$ cat src/rtl/serial_pattern_gen.sv
// Serial pattern transmitter: loads a parallel word and shifts it out MSB-first,
// one bit per accepted cycle, for a programmable number of bits.
module serial_pattern_gen #(
    parameter int WIDTH = 64,
    parameter int LEN_W = 7
) (
    input  logic             clk,
    input  logic             rst,
    input  logic             start,
    input  logic [WIDTH-1:0] data,
    input  logic [LEN_W-1:0] len,
    input  logic             ready,
    output logic             x,
    output logic             valid,
    output logic             busy,
    output logic             done,
    output logic [1:0]       cs,
    output logic [1:0]       ns
);

    typedef enum logic [1:0] {
        IDLE  = 2'b00,
        SHIFT = 2'b01,
        DONE  = 2'b10,
        ILL   = 2'b11
    } state_t;

    localparam logic [LEN_W-1:0] WMAX = LEN_W'(WIDTH);

    state_t           cs_q, ns_d;
    logic [WIDTH-1:0] shreg_q, shreg_d;
    logic [LEN_W-1:0] cnt_q, cnt_d;
    logic [LEN_W-1:0] len_clamped;

    assign len_clamped = (len > WMAX) ? WMAX : len;

    always_comb begin
        ns_d    = cs_q;
        shreg_d = shreg_q;
        cnt_d   = cnt_q;
        case (cs_q)
            IDLE: begin
                if (start && (len != '0)) begin
                    shreg_d = data;
                    cnt_d   = len_clamped;
                    ns_d    = SHIFT;
                end
            end
            SHIFT: begin
                // cnt holds the bits still on or waiting for the line (1..WIDTH)
                if (ready) begin
                    shreg_d = {shreg_q[WIDTH-2:0], 1'b0};
                    cnt_d   = cnt_q - 1'b1;
                    if (cnt_q == LEN_W'(1))
                        ns_d = DONE;
                end
            end
            DONE:    ns_d = IDLE;
            default: ns_d = IDLE;
        endcase
    end

    always_ff @(posedge clk) begin
        if (!rst) begin
            cs_q    <= IDLE;
            shreg_q <= '0;
            cnt_q   <= '0;
        end else begin
            cs_q    <= ns_d;
            shreg_q <= shreg_d;
            cnt_q   <= cnt_d;
        end
    end

    // Gate the registered MSB so leftover bits of a short pattern never leak out.
    assign valid = (cs_q == SHIFT);
    assign x     = valid & shreg_q[WIDTH-1];
    assign busy  = (cs_q != IDLE);
    assign done  = (cs_q == DONE);
    assign cs    = cs_q;
    assign ns    = ns_d;

endmodule

$ cat config.mk
export PLATFORM = sky130hd
export DESIGN_NAME = serial_pattern_gen
export DESIGN_NICKNAME = d
export VERILOG_FILES = /design/src/rtl/serial_pattern_gen.sv
export SDC_FILE = /design/constraint.sdc
export NUM_CORES = 1
export LEC_CHECK = 0
export ABC_AREA = 1
export CORE_MARGIN = 3
export CORE_UTILIZATION = 32
export DETAILED_ROUTE_END_ITERATION = 6
export HOLD_SLACK_MARGIN = 0.12
export PLACE_DENSITY_LB_ADDON = 0.15
export RECOVER_POWER = 100
export SKIP_LAST_GASP = 1
export SLEW_MARGIN = 20
export SYNTH_ARGS = -nofsm -noshare
export SYNTH_HDL_FRONTEND = slang
export SYNTH_SLANG_ARGS = --single-unit
$ cat constraint.sdc
create_clock -name clk -period 1.46 [get_ports clk]
set_input_delay 0.219 -clock clk [delete_from_list [all_inputs] [get_ports clk]]
set_output_delay 0.219 -clock clk [all_outputs]
set_load 0.1 [all_outputs]
* Word level (Yosys, flattened, before mapping)
Cells that the tools add are included.
** Storage, ports and cells
- Register bits after elaboration :: 73
- Input port bits :: 75
- Output and inout port bits :: 8
- Logic and storage cells :: 28
** Cells by class
- $add $sub $neg :: 1
- Magnitude comparators :: 1
- Equality and inequality tests :: 5
- Mux-type cells :: 11
- Bitwise gates (word level) :: 1
- Reductions and logical operators :: 6
** Operators by type and width (number)
- 2-to-1 mux 64 bit :: 2
- one-hot mux 64 bit (2 select lines) :: 1
- 2-to-1 mux 7 bit :: 3
- one-hot mux 7 bit (2 select lines) :: 1
- == test 7 x 1 -> 1 bit (second input constant) :: 1
- > comparator 7 bit (second input constant) :: 1
- nonzero test 7 bit :: 1
- subtractor 7 x 1 -> 7 bit (second input constant) :: 1
- 2-to-1 mux 2 bit :: 3
- inequality test 2 bit (second input constant) :: 2
- one-hot mux 2 bit (2 select lines) :: 1
- nonzero test 2 bit :: 2
- AND reduction 3 bit :: 1
- == test 2 x 1 -> 1 bit (second input constant) :: 1
- == test 2 bit (second input constant) :: 1
- logical NOT 2 bit :: 1
- bitwise AND 1 bit :: 1
- logical AND 1 bit :: 1

* Depth between registers and ports, before layout
- Word-level depth :: 4
- Mapped depth :: 9
- Depth with buffers taken out :: 9

* Least setup slack after synthesis
No wires, ideal clock.
- Path type :: flip-flop to output port
- Start :: register cs_q[0] (netlist: cs[0])
- End :: output ns[0]
- Data arrival time :: 3.095 ns
- Data required time :: 1.241 ns
- Slack :: -1.854 ns
- Stages on the path, launching flop included :: 6
- Buffers on the path :: 1
- Cell sequence :: dfxtp_1 > inv_2 > nor2_2 > clkbuf_1 > nand2_1 > nand2_1
** On the way
- Elaborated cells on any way between the ends :: 6
- Classes of those cells :: eq/ne (1); mux (4); reduce/logical (1)
** RTL lines
- start: declaration :: RTL line 30 : state_t cs_q, ns_d;
- start signal: assignment :: RTL line 69 : cs_q <= ns_d;
- == test 2 x 1 -> 1 bit
- net valid :: RTL line 14 : output logic valid,
- one-hot mux 2 bit (2 select lines) :: RTL line 41 : case (cs_q)
- end: declaration :: RTL line 18 : output logic [1:0] ns
The timed path passes the listed nets, and every way through them passes these cells.

* Worst setup path in the final report
- Start :: input len[3]
- End :: register cnt_q[0]
** On the way
- Word-level cells in the longest chain between the ends :: 4
- Elaborated cells on any way between the ends :: 8
- Classes of those cells :: order compare (1); eq/ne (1); mux (3); reduce/logical (3)
** RTL lines
- start: declaration :: RTL line 11 : input logic [LEN_W-1:0] len,
- > comparator 7 bit / nonzero test 7 bit (equally long branches) :: RTL line 35, 43
- 2-to-1 mux 7 bit / logical AND 1 bit (equally long branches) :: RTL line 35, 43
- 2-to-1 mux 7 bit / inequality test 2 bit (equally long branches)
- one-hot mux 7 bit (2 select lines) / AND reduction 3 bit (equally long branches)
- end signal: assignment :: RTL line 71 : cnt_q <= cnt_d;
- end: declaration :: RTL line 32 : logic [LEN_W-1:0] cnt_q, cnt_d;
Several ways; a longest one is shown, not always the timed one. The select of a mux whose other input is x is not followed.
A chain may end at the register's enable or synchronous reset.

==> metrics.md <==
| Metric | Value |
|---|---|
| Reg clk slew, reported paths | ~60 ps |
| Post-synth EDFFs | 0 |
| CP bufs+invs | 4 |
| Chip width | between 100 and 150 um |
| CTS Sinks | 73 |
| Post-synthesis cell type count | 21 |
| Final setup viols | 74 |
| Nets | a little under 900 |
| First-pass GRT wire length | 19.0 mm |
| WHS | about 350 ps |
| CORE AREA | ~12000 sq um |
| Vias/cell | 4.54 |
| IO buf count | between 80 and 90 |
| CP max FO | 7 |
| Site Rows | 39 |
| Hold Vio Cnt, Final | 0 |
| Bufs on Longest Clock Path | 2 |
| Fin crit share | 114% |
| CP peak stage delay | between 400 and 500 ps |
| Failing checks | setup timing |
| Most frequent cell after synthesis | nand2_1 |
| Total grt overflow | 0 |
| Max VDD drop | roughly 0.48 mV |
| Post-synth ARST share | 0% |
| Max-slew violations | 0 |
| Antenna-violating nets left | 0 |
| Die area | around 14000 sq um |
| Layout cells sized above 1 | a little under a quarter |
| Clock Skew | between 4 and 5 ps |
| Synthesized flop and latch total | 73 |
| Syn nets | between 700 and 800 |
| Overall Global Routing Usage | between 10% and 20% |
| Post-synthesis cell count | around 670 |
| GR Util met3 | 2.75% |
| Top cells by count, synth | nand2_1 (225), nor2_1 (157), inv_1 (78) |
| Worst hold path class | in -> reg |
| Met1 Usage GRT | between 20% and 30% |
| Startpoint Class | primary input |
| DP HPWL | between 6 and 7 mm |
| Number of fill cells | 1111 |
| Post-Syn Area | 3900 sq um |
| Achievable Freq | between 600 and 700 MHz |
| I/O pins | between 80 and 90 |
| Slack of the critical path | -198 ps |
| P_leak | ~3.1 nW |
| Slowest-stage cell, CP | clkdlybuf4s50_1 |
| Post-synthesis sequential area ratio | approximately 37% |
| CTS tree | built |
| Slew @ Worst Pin | between 300 and 400 ps |
| Top Usage Layer GRT | met2 |
| Ant diodes | 0 |
| Area leader, netlist | dfxtp_1 |
| CTS Buf Count | 9 |
| CP endpoint kind | flop |
| Wire per inst | 12.4 um |
| Slew HR | between 70% and 80% |
| Pwr/cell area | 1050 nW/um^2 |
| Initial antenna violation count | 0 |
| Final GP Congestion | around 0.8 |
| Starting Density | about 33% |
| Max-cap violations | 0 |
| Post-Route WL | between 10 and 15 mm |
| Vias in the first global route | 3992 |
| Detailed-route via count | ~4300 |
| Setup CP Type | in -> reg |
| 1st-pass router iterations | 5 |
| Largest net degree at the start of global routing | 43 |
| Worst slack, placed | -418 ps |
| Crit-path cells | clkdlybuf4s50_1, nor2_2, nand2_1, nor2_2, nor2_4, nor2_8, buf_12, buf_4, buf_8, nand2_1, nand2_1, nor2_1 |
| Layout area overhead | 65.2% |
| Top cell by count, worst path | nand2_1 |
| Worst-skew pair later-pin latency | ~330 ps |
| Met2 Usage GRT | 28.7% |
| Crit path arrival time | 1880 ps |
| Top delay family on crit path | buffers and inverters |
| Status | finished, violations left |
| Root buf cell | clkbuf_16 |
| Most used DFF post-synth | dfxtp_1 |
| H-tree depth | 3 |
| Ys Warns | 0 |
| Mean area per synthesized cell | ~5.8 sq um |
| Period minus WS final | 1660 ps |
| Yosys top cell area share | 37.5% |
| Die Ht | approximately 120 um |
| DR DRC count | 0 |
| Worst EP required | between 1500 and 2000 ps |
| Initial drt markers | between 200 and 250 |
| Largest cells by area after synthesis | dfxtp_1 (37%), nand2_1 (22%), nor2_1 (15%), o21ai_0 (8.2%), inv_1 (7.5%) |
| RSZ-0062 raised after global routing | true |
[worst paths after layout]
path,to,slack (ps),from,cells after the start
max,cnt_q[0],-200,len[3],12
max reg2reg,cnt_q[0],-180,cs[0],12
min,shreg_q[25],350,rst,4
min reg2reg,shreg_q[0],480,shreg_q[0],2
[cell usage in the layout, fill, tap and decap left out, drive strengths merged]
master and n:
o21bai 1, nand3 14, buf 67, inv 80, nor2 161, dlymetal6s2s 1
nor3 2, clkinv 2, nand3b 1, ha 2, nand4 1, clkdlybuf4s50 71
dlygate4sd2 1, a21oi 3, clkbuf 15, o21ai 67, nand2 225, dfxtp 73
clkinvlp 3, bufbuf 3
[per-layer routing]
| metal | share of wire, % | up-vias |
|---|---|---|
| met3 | 4.6 | 15 |
| li1 | - | 2246 |
| met2 | 46 | 87 |
| met5 | 0 | - |
| met1 | 48 | 1906 |
| met4 | 1.8 | 0 |
[cell families after synthesis]
logic type                 Yosys count  share of synthesized area (%)
AOI/OAI and AO/OA                   71                           9.18
adders and majority gates            2                          0.642
buffers and inverters              118                           12.5
DFF                                 73                           37.5
and+or+nand+nor                    404                           40.2
[tightest hold or removal path, cell delays in order]
cell	delay, ps
buf_2	120
buf_12	170
nand2_1	90
nor2_1	30
[state kept, by name, summed over array words and instances (netlist names)]
name / count
cnt_q: 7
shreg_q: 64
cs: 2
[where the power goes]
group          total [mW]  internal (mW)  leakage, nW  switching, mW
combinational        2.35           1.17         2.33           1.18
sequential           2.29           2.22        0.608         0.0730
clock                2.15           1.30        0.140          0.858
[cell type report]
type	instances	area [sq um]	share of cell area, %
Sequential cell	73	1470	22.9
Clock inverter	4	25.0	0.389
Clock buffer	12	268	4.16
Multi-Input combinational cell	477	2260	35.0
Tap cell	143	179	2.78
Timing Repair Buffer	146	1920	29.9
Inverter	81	315	4.90
[timing repair]
| item | 4_1_cts | 5_1_grt |
|---|---|---|
| buffers inserted | 21 | 4 |
| hold buffers | 0 | 0 |
| cloned | 15 | 0 |
| pin swaps | 18 | 16 |
| resized for setup | 103 | 36 |
| endpoints found under the setup margin | 70 | 75 |
| hold endpoints to repair | 0 | 0 |
[per-stage QoR]
| stage | cells | setup TNS [ps] | utilization [%] | area (sq um) | power [mW] |
|---|---|---|---|---|---|
| detailed placement | 880 | -28250 | 43.9 | 5120 | 3.93 |
| finish | 936 | -10620 | 55.2 | 6440 | 6.79 |
| global placement | 880 | -28160 | 43.9 | 5120 | 3.90 |
| CTS | 932 | -10040 | 54.3 | 6330 | 6.76 |
| global route | 936 | -16120 | 55.2 | 6440 | 7.18 |
| floorplan | 668 | -4140 | - | 4000 | 3.40 |
Power figures use the tool's default switching activity.
